`config.mk`:
```
export PLATFORM = sky130hd
export DESIGN_NAME = vga_timing_gen_flat
export DESIGN_NICKNAME = d
export VERILOG_FILES = /design/src/rtl/vga_pkg.sv /design/src/rtl/video_if.sv /design/src/rtl/vga_pattern.sv /design/src/rtl/vga_timing_gen.sv /design/src/flat_wrapper.sv
export SDC_FILE = /design/constraint.sdc
export NUM_CORES = 1
export LEC_CHECK = 0
export CORE_ASPECT_RATIO = 0.6
export CORE_UTILIZATION = 39
export CTS_CLUSTER_SIZE = 30
export DETAILED_ROUTE_END_ITERATION = 7
export PLACE_DENSITY = 0.67
export SLEW_MARGIN = 20
export SYNTH_ARGS = -nofsm -noshare
export SYNTH_HDL_FRONTEND = slang
export SYNTH_SLANG_ARGS = --single-unit
```
`constraint.sdc`:
```
create_clock -name pixel_clk -period 2 [get_ports pixel_clk]
set_input_delay 0.3 -clock pixel_clk [delete_from_list [all_inputs] [get_ports pixel_clk]]
set_output_delay 0.3 -clock pixel_clk [all_outputs]
set_load 0.1 [all_outputs]
```
`src/rtl/vga_pkg.sv`:
```
// rtl/vga_pkg.sv - shared pattern enum, colour-bar table and pixel type
package vga_pkg;

    typedef logic [23:0] rgb888_t;

    typedef enum logic [1:0] {
        PAT_EXT   = 2'd0,
        PAT_GRID  = 2'd1,
        PAT_BARS  = 2'd2,
        PAT_BLACK = 2'd3
    } pattern_e;

    // Left to right: white, yellow, cyan, green, magenta, red, blue, black
    localparam rgb888_t BAR_COLOURS [8] = '{
        24'hFFFFFF, 24'hFFFF00, 24'h00FFFF, 24'h00FF00,
        24'hFF00FF, 24'hFF0000, 24'h0000FF, 24'h000000
    };

endpackage

```
`src/rtl/video_if.sv`:
```
// rtl/video_if.sv - parallel RGB video output bundle
interface video_if;

    logic        CLK;
    logic        HS;
    logic        VS;
    logic        BLANK;
    logic [23:0] RGB;

    modport master (output CLK, output HS, output VS, output BLANK, output RGB);
    modport slave  (input  CLK, input  HS, input  VS, input  BLANK, input  RGB);

endinterface

```
`src/rtl/vga_pattern.sv`:
```
// rtl/vga_pattern.sv - combinational test-pattern colour for one active pixel
module vga_pattern
    import vga_pkg::*;
#(
    parameter int          HDISP = 800,
    parameter int          VDISP = 480,
    parameter int unsigned GRID  = 16
) (
    input  logic [$clog2(HDISP)-1:0] i_x,
    input  logic [$clog2(VDISP)-1:0] i_y,
    input  pattern_e                 i_pattern,
    input  rgb888_t                  i_pix_data,
    output rgb888_t                  o_rgb
);

    // Narrow displays still get eight bars; the last one takes the remainder
    localparam int unsigned BAR_W = (HDISP >= 8) ? HDISP / 8 : 1;

    int unsigned w_bar;

    always_comb begin
        o_rgb = '0;
        w_bar = 32'(i_x) / BAR_W;
        if (w_bar > 32'd7) begin
            w_bar = 32'd7;
        end
        case (i_pattern)
            PAT_EXT:  o_rgb = i_pix_data;
            PAT_GRID: begin
                if (((32'(i_x) % GRID) == 32'd0) || ((32'(i_y) % GRID) == 32'd0)) begin
                    o_rgb = 24'hFFFFFF;
                end
            end
            PAT_BARS: o_rgb = BAR_COLOURS[w_bar[2:0]];
            default:  o_rgb = '0;
        endcase
    end

endmodule

```
`src/rtl/vga_timing_gen.sv`:
```
// rtl/vga_timing_gen.sv - VGA sync/blank timing with a two-stage pixel pipeline
// Test patterns 1-3 and the pattern_sel latch exist only with VGA_TESTPATTERN_EN.
module vga_timing_gen
    import vga_pkg::*;
#(
    parameter int HDISP  = 800,
    parameter int VDISP  = 480,
    parameter int HFP    = 40,
    parameter int HPULSE = 48,
    parameter int HBP    = 40,
    parameter int VFP    = 13,
    parameter int VPULSE = 3,
    parameter int VBP    = 29,
    parameter bit HS_POL = 1'b0,
    parameter bit VS_POL = 1'b0,
    parameter int GRID   = 16
) (
    input  logic                     pixel_clk,
    input  logic                     pixel_rst,
    input  logic [1:0]               pattern_sel,
    input  logic [23:0]              pix_data,
    output logic                     pix_req,
    output logic [$clog2(HDISP)-1:0] req_x,
    output logic [$clog2(VDISP)-1:0] req_y,
    output logic                     frame_start,
    video_if.master                  video_ifm
);

    localparam int HTOTAL = HDISP + HFP + HPULSE + HBP;
    localparam int VTOTAL = VDISP + VFP + VPULSE + VBP;
    localparam int HW     = $clog2(HTOTAL);
    localparam int VW     = $clog2(VTOTAL);
    localparam int XW     = $clog2(HDISP);
    localparam int YW     = $clog2(VDISP);
    localparam int HACT   = HFP + HPULSE + HBP;
    localparam int VACT   = VFP + VPULSE + VBP;

    logic [HW-1:0] r_h_cnt;
    logic [VW-1:0] r_v_cnt;

    logic w_h_wrap;
    logic w_v_wrap;
    logic w_active;
    logic w_h_sync;
    logic w_v_sync;

    assign w_h_wrap = (r_h_cnt == HW'(HTOTAL - 1));
    assign w_v_wrap = (r_v_cnt == VW'(VTOTAL - 1));
    assign w_active = (r_h_cnt >= HW'(HACT)) && (r_v_cnt >= VW'(VACT));
    assign w_h_sync = (r_h_cnt >= HW'(HFP)) && (r_h_cnt < HW'(HFP + HPULSE));
    assign w_v_sync = (r_v_cnt >= VW'(VFP)) && (r_v_cnt < VW'(VFP + VPULSE));

    always_ff @(posedge pixel_clk) begin
        if (pixel_rst) begin
            r_h_cnt <= '0;
            r_v_cnt <= '0;
        end else if (w_h_wrap) begin
            r_h_cnt <= '0;
            r_v_cnt <= w_v_wrap ? '0 : r_v_cnt + VW'(1);
        end else begin
            r_h_cnt <= r_h_cnt + HW'(1);
        end
    end

    logic          r_pix_req;
    logic [XW-1:0] r_req_x;
    logic [YW-1:0] r_req_y;
    logic          r_frame_start;
    logic          r_s1_hsync;
    logic          r_s1_vsync;

    always_ff @(posedge pixel_clk) begin
        if (pixel_rst) begin
            r_pix_req     <= 1'b0;
            r_req_x       <= '0;
            r_req_y       <= '0;
            r_frame_start <= 1'b0;
            r_s1_hsync    <= 1'b0;
            r_s1_vsync    <= 1'b0;
        end else begin
            r_pix_req     <= w_active;
            r_req_x       <= w_active ? XW'(r_h_cnt - HW'(HACT)) : '0;
            r_req_y       <= w_active ? YW'(r_v_cnt - VW'(VACT)) : '0;
            r_frame_start <= w_active && (r_h_cnt == HW'(HACT)) && (r_v_cnt == VW'(VACT));
            r_s1_hsync    <= w_h_sync;
            r_s1_vsync    <= w_v_sync;
        end
    end

    rgb888_t w_rgb;

`ifdef VGA_TESTPATTERN_EN
    pattern_e r_pattern;

    // Latched at the frame origin so a pattern never changes mid-frame
    always_ff @(posedge pixel_clk) begin
        if (pixel_rst) begin
            r_pattern <= PAT_EXT;
        end else if ((r_h_cnt == '0) && (r_v_cnt == '0)) begin
            r_pattern <= pattern_e'(pattern_sel);
        end
    end

    vga_pattern #(
        .HDISP (HDISP),
        .VDISP (VDISP),
        .GRID  (GRID)
    ) u_pattern (
        .i_x        (r_req_x),
        .i_y        (r_req_y),
        .i_pattern  (r_pattern),
        .i_pix_data (pix_data),
        .o_rgb      (w_rgb)
    );
`else
    logic w_unused_pattern_sel;
    assign w_unused_pattern_sel = ^pattern_sel;
    assign w_rgb                = pix_data;
`endif

    logic    r_hs;
    logic    r_vs;
    logic    r_blank;
    rgb888_t r_rgb;

    always_ff @(posedge pixel_clk) begin
        if (pixel_rst) begin
            r_hs    <= ~HS_POL;
            r_vs    <= ~VS_POL;
            r_blank <= 1'b0;
            r_rgb   <= '0;
        end else begin
            r_hs    <= r_s1_hsync ? HS_POL : ~HS_POL;
            r_vs    <= r_s1_vsync ? VS_POL : ~VS_POL;
            r_blank <= r_pix_req;
            r_rgb   <= r_pix_req ? w_rgb : '0;
        end
    end

    assign pix_req         = r_pix_req;
    assign req_x           = r_req_x;
    assign req_y           = r_req_y;
    assign frame_start     = r_frame_start;

    assign video_ifm.CLK   = pixel_clk;
    assign video_ifm.HS    = r_hs;
    assign video_ifm.VS    = r_vs;
    assign video_ifm.BLANK = r_blank;
    assign video_ifm.RGB   = r_rgb;

endmodule

```
`src/flat_wrapper.sv`:
```
// flat-port wrapper written by rule: the top's interface ports become plain ports
module vga_timing_gen_flat import vga_pkg::*;
#(
    parameter int HDISP  = 800,
    parameter int VDISP  = 480,
    parameter int HFP    = 40,
    parameter int HPULSE = 48,
    parameter int HBP    = 40,
    parameter int VFP    = 13,
    parameter int VPULSE = 3,
    parameter int VBP    = 29,
    parameter bit HS_POL = 1'b0,
    parameter bit VS_POL = 1'b0,
    parameter int GRID   = 16
)
  (pixel_clk, pixel_rst, pattern_sel, pix_data, pix_req, req_x, req_y, frame_start, video_ifm_CLK, video_ifm_HS, video_ifm_VS, video_ifm_BLANK, video_ifm_RGB);
  video_if video_ifm_i ();
  input  logic pixel_clk;
  input  logic pixel_rst;
  input  logic [1:0] pattern_sel;
  input  logic [23:0] pix_data;
  output logic pix_req;
  output logic [$clog2(HDISP)-1:0] req_x;
  output logic [$clog2(VDISP)-1:0] req_y;
  output logic frame_start;
  output wire logic [$bits(video_ifm_i.CLK)-1:0] video_ifm_CLK;
  output wire logic [$bits(video_ifm_i.HS)-1:0] video_ifm_HS;
  output wire logic [$bits(video_ifm_i.VS)-1:0] video_ifm_VS;
  output wire logic [$bits(video_ifm_i.BLANK)-1:0] video_ifm_BLANK;
  output wire logic [$bits(video_ifm_i.RGB)-1:0] video_ifm_RGB;
  assign video_ifm_CLK = video_ifm_i.CLK;
  assign video_ifm_HS = video_ifm_i.HS;
  assign video_ifm_VS = video_ifm_i.VS;
  assign video_ifm_BLANK = video_ifm_i.BLANK;
  assign video_ifm_RGB = video_ifm_i.RGB;
  vga_timing_gen #(.HDISP(HDISP), .VDISP(VDISP), .HFP(HFP), .HPULSE(HPULSE), .HBP(HBP), .VFP(VFP), .VPULSE(VPULSE), .VBP(VBP), .HS_POL(HS_POL), .VS_POL(VS_POL), .GRID(GRID)) u_core (.pixel_clk(pixel_clk), .pixel_rst(pixel_rst), .pattern_sel(pattern_sel), .pix_data(pix_data), .pix_req(pix_req), .req_x(req_x), .req_y(req_y), .frame_start(frame_start), .video_ifm(video_ifm_i));
endmodule
```
# Word level (Yosys, flattened, before mapping)
# Index checks and enable logic that the tools add are counted.
# op_classes
addsub	4
order_cmp	6
eq_ne	4
n_mux	3
n_bitwise	2
reduce_logical	8
# op_table
cell	n
$add A10 B1 Y10 const B	2
$eq A10 B10 Y1 const B	2
$ge A10 B6 Y1 const B	2
$eq A10 B6 Y1 const B	1
$eq A10 B8 Y1 const B	1
$ge A10 B4 Y1 const B	1
$ge A10 B8 Y1 const B	1
$lt A10 B5 Y1 const B	1
$lt A10 B7 Y1 const B	1
$mux W10	1
$sub A10 B8 Y10 const B	1
$sub A9 B6 Y9 const B	1
$reduce_or A2 Y1	3
$logic_and A1 B1 Y1	5
$mux W1	2
$not A1 Y1	2
# word_totals
regBits	70
inputBits	28
output_inout_bits	49
elab_cells	39

# Depth between registers and ports, before layout
# depth
ltp_word	4
mapped_depth	7
ltp_nobuf	6

==> impl_metrics.yaml <==
run_status:
  status: "finished clean"
route:
  drtIter0Drc: 157
  wire_per_inst_um: 14.05
  routed_wl_um: 6082
  drc: 0
  firstDrtPassIters: 4
  postRouteAntennaNets: 0
  vias: 2076
  via_per_inst: 4.794
power:
  power.leakage_nw: 1.562
  combPwrFrac: 0.023
  pwr-share-clk: 0.594
  internal_power_mw: 2.829
  p_seq_frac: 0.383
  p_per_area_nw_per_um2: 975.8
  totalPowerFinal_mw: 3.665
  netSwitchingPower_mw: 0.8368
  ir_drop_v: 0.0005670
  swShare: 0.2283
synth:
  synth.most_common_cell: "dfxtp_1"
  synth.distinct_cells: 39
  synth_area_leaders: "dfxtp_1, and2_1, ha_1"
  synth_edf_count: 0
  async_flop_share: 0
  syn_nets: 301
  synth_area_leader_cell: "dfxtp_1"
  synth_ff_type: "dfxtp_1"
  yosysTopAreaCellShare: 0.5266
  netlist_instances: 264
  synth_area_per_cell_sq_um: 10.08
  synth-seq-cells: 70
  yosysWarnings: 0
  synth_commonest_cells: "dfxtp_1, and2_1, nor2_1, nor3_1"
  syn_area_sq_um: 2661
  seq_area_frac_synth: 0.5266
worst_setup_path:
  crit_start: "pixel_clk"
  regToRegSetupSlack_ns: 0.19
  cp_common_cell: "clkbuf_16"
  crit_path_max_incr_delay_ns: 0.28
  crit_chain: "clkbuf_16 -> clkbuf_16 -> buf_2"
  start_kind: "clock port"
  r2r-end: "u_core.r_v_cnt[2]"
  critPathKind: "clock port to output port"
  worstRegToRegCells: 5
  cp_max_fo: 2
  arrival_ns: 1.53
  endpoint_kind: "output port"
  crit_slowest_cell: "buf_2"
  worstReg2RegStart: "u_core.r_h_cnt[1]"
  cp.required_ns: 1.70
floorplan:
  die-area_sq_um: 7169
  dieHeight_um: 65.99
  start_util: 0.4185
  io_pins: 77
  core_sq_um: 6359
  fp.dieW_um: 108.6
  num_rows: 22
run:
  maxCapViolCount: 0
clocking:
  insertion_delay_ns: 0.44
  hold_buffers: 0
  cts.clk_slew.worst_paths_ns: 0.06
  cts_tree: "built"
  cts_setup_buffers: 0
sta:
  final_max_slew_viol_count: 0
  maxSlewHeadroom: 0.6792
  finClkSkew_ns: 0.007708
  rsz0062_at_grt: "no"
  hold_violations: 0
  setup_viol: 0
  worst_pin_slew_ns: 0.4846
grt:
  grt_overflow_total: 0
  grt_pass1_wl_um: 9459
  track_usage: 0.1828
  grt_max_degree: 26
  antenna_found_initial: 0
  grt_pass1_vias: 1874
final_layout:
  nets: 381
  drive_gt1_frac: 0.2493
  utilization: 0.5907
  final.fill_count: 554
  n_antenna_cell: 0
  syn_to_final_growth_pct: 41.14
  final_area_sq_um: 3756
place:
  gp_congestion: 0.7823
  port_buffers: 74
  placement.cell_area_sq_um: 3361
  dpl.hpwl_um: 4242
hold_path:
  hold_class: "register to register"
  whs_endpoint: "u_core.video_ifm.VS"
  min_from: "u_core.r_s1_vsync"
  whs_path_depth: 1
how the worst max path moves through the flow:
stage	end	slack (ns)	cells after the start
after global placement	video_ifm_CLK	-0.24	1
final	video_ifm_CLK	0.17	3
after floorplan	u_core.video_ifm.RGB[15]	0.32	3
after CTS	video_ifm_CLK	0.17	3
after global routing	u_core.req_x[5]	0.06	7
after detailed placement	video_ifm_CLK	-0.24	1
per-layer routing:
layer  vias to the layer above  GRT usage  wire (um)
met4                         0    0.08277         78
li1                       1052          -          -
met2                        79     0.2223       2241
met3                         9    0.08670        613
met5                         -          0          0
met1                       936     0.2615       3148
power by group through the flow:
| stage | Combinational [mW] | Sequential, mW | Clock [mW] |
|---|---|---|---|
| after floorplan | 0.0237 | 1.43 | 0.189 |
| after global placement | 0.0819 | 1.43 | 0.196 |
| after detailed placement | 0.0826 | 1.43 | 0.196 |
| after CTS | 0.0843 | 1.40 | 2.22 |
| after global routing | 0.0907 | 1.40 | 2.30 |
| final | 0.0838 | 1.40 | 2.18 |
layout make-up:
class	count	area (sq um)	area share
tap	84	105.1	0.02798
multi-input combinational	166	1117	0.2975
clock buffer	13	305.3	0.08128
clock inverter	7	100.1	0.02665
sequential	70	1401	0.3731
inverter	9	33.78	0.008994
timing repair buffer	84	693.2	0.1845
sequential cells by signal, summed over array words and instances, names as in the netlist:
name and count:
u_core.frame_start 1, u_core.pix_req 1, u_core.r_h_cnt 10, u_core.r_s1_hsync 1, u_core.r_s1_vsync 1, u_core.r_v_cnt 10
u_core.req_x 10, u_core.req_y 9, u_core.video_ifm.BLANK 1, u_core.video_ifm.HS 1, u_core.video_ifm.RGB 24, u_core.video_ifm.VS 1
worst max-delay path: cells and delay by family:
| kind | cells | cell delay, ns |
|---|---|---|
| buffers and inverters | 3 | 0.53 |
cell families (layout without fill, tap and decap cells):
logic type | after synthesis | in the layout | share of synthesized area
xor gates and xnor gates | 16 | 16 | 0.05266
AOI/OAI and AO/OA | 28 | 28 | 0.06535
adders and majority gates | 9 | 9 | 0.04231
buffers and inverters | 28 | 113 | 0.05359
DFF | 70 | 70 | 0.5266
and+or+nand+nor | 113 | 113 | 0.2595
layout by cell type, fill, tap and decap left out, types with 2 or more instances in the layout:
master           count
and2_1              26
nand4_1              8
xor2_1               8
nand3_1              8
clkdlybuf4s50_1     25
or3_1                8
nor3_1              17
inv_1                9
nand4_4              2
dfxtp_1             70
nor3b_1              6
nor2b_1              2
buf_4               59
xnor2_1              8
nand2_1              4
bufinv_16            2
nor2_1              18
o21bai_1             2
inv_6                4
a21oi_1             10
o21ai_0             10
clkbuf_16           12
nand2b_1             4
ha_1                 9
stage by stage:
| step | TNS (ns) | setup WS, ns | hold slack (ns) | instances |
|---|---|---|---|---|
| 2_1_floorplan | 0 | 0.3205 | 0.3559 | 264 |
| 3_3_place_gp | -0.2396 | -0.2396 | 0.3586 | 414 |
| 3_5_place_dp | -0.2396 | -0.2396 | 0.3625 | 414 |
| 4_1_cts | 0 | 0.1669 | 0.3774 | 433 |
| 5_1_grt | 0 | 0.05957 | 0.3935 | 433 |
| 6_report | 0 | 0.1715 | 0.3765 | 433 |
what timing repair did:
action                                  CTS  global route
endpoints found under the hold margin     0             0
resized for setup                         5             0
endpoints found under the setup margin    1             0
Power figures use the tool's default switching activity.
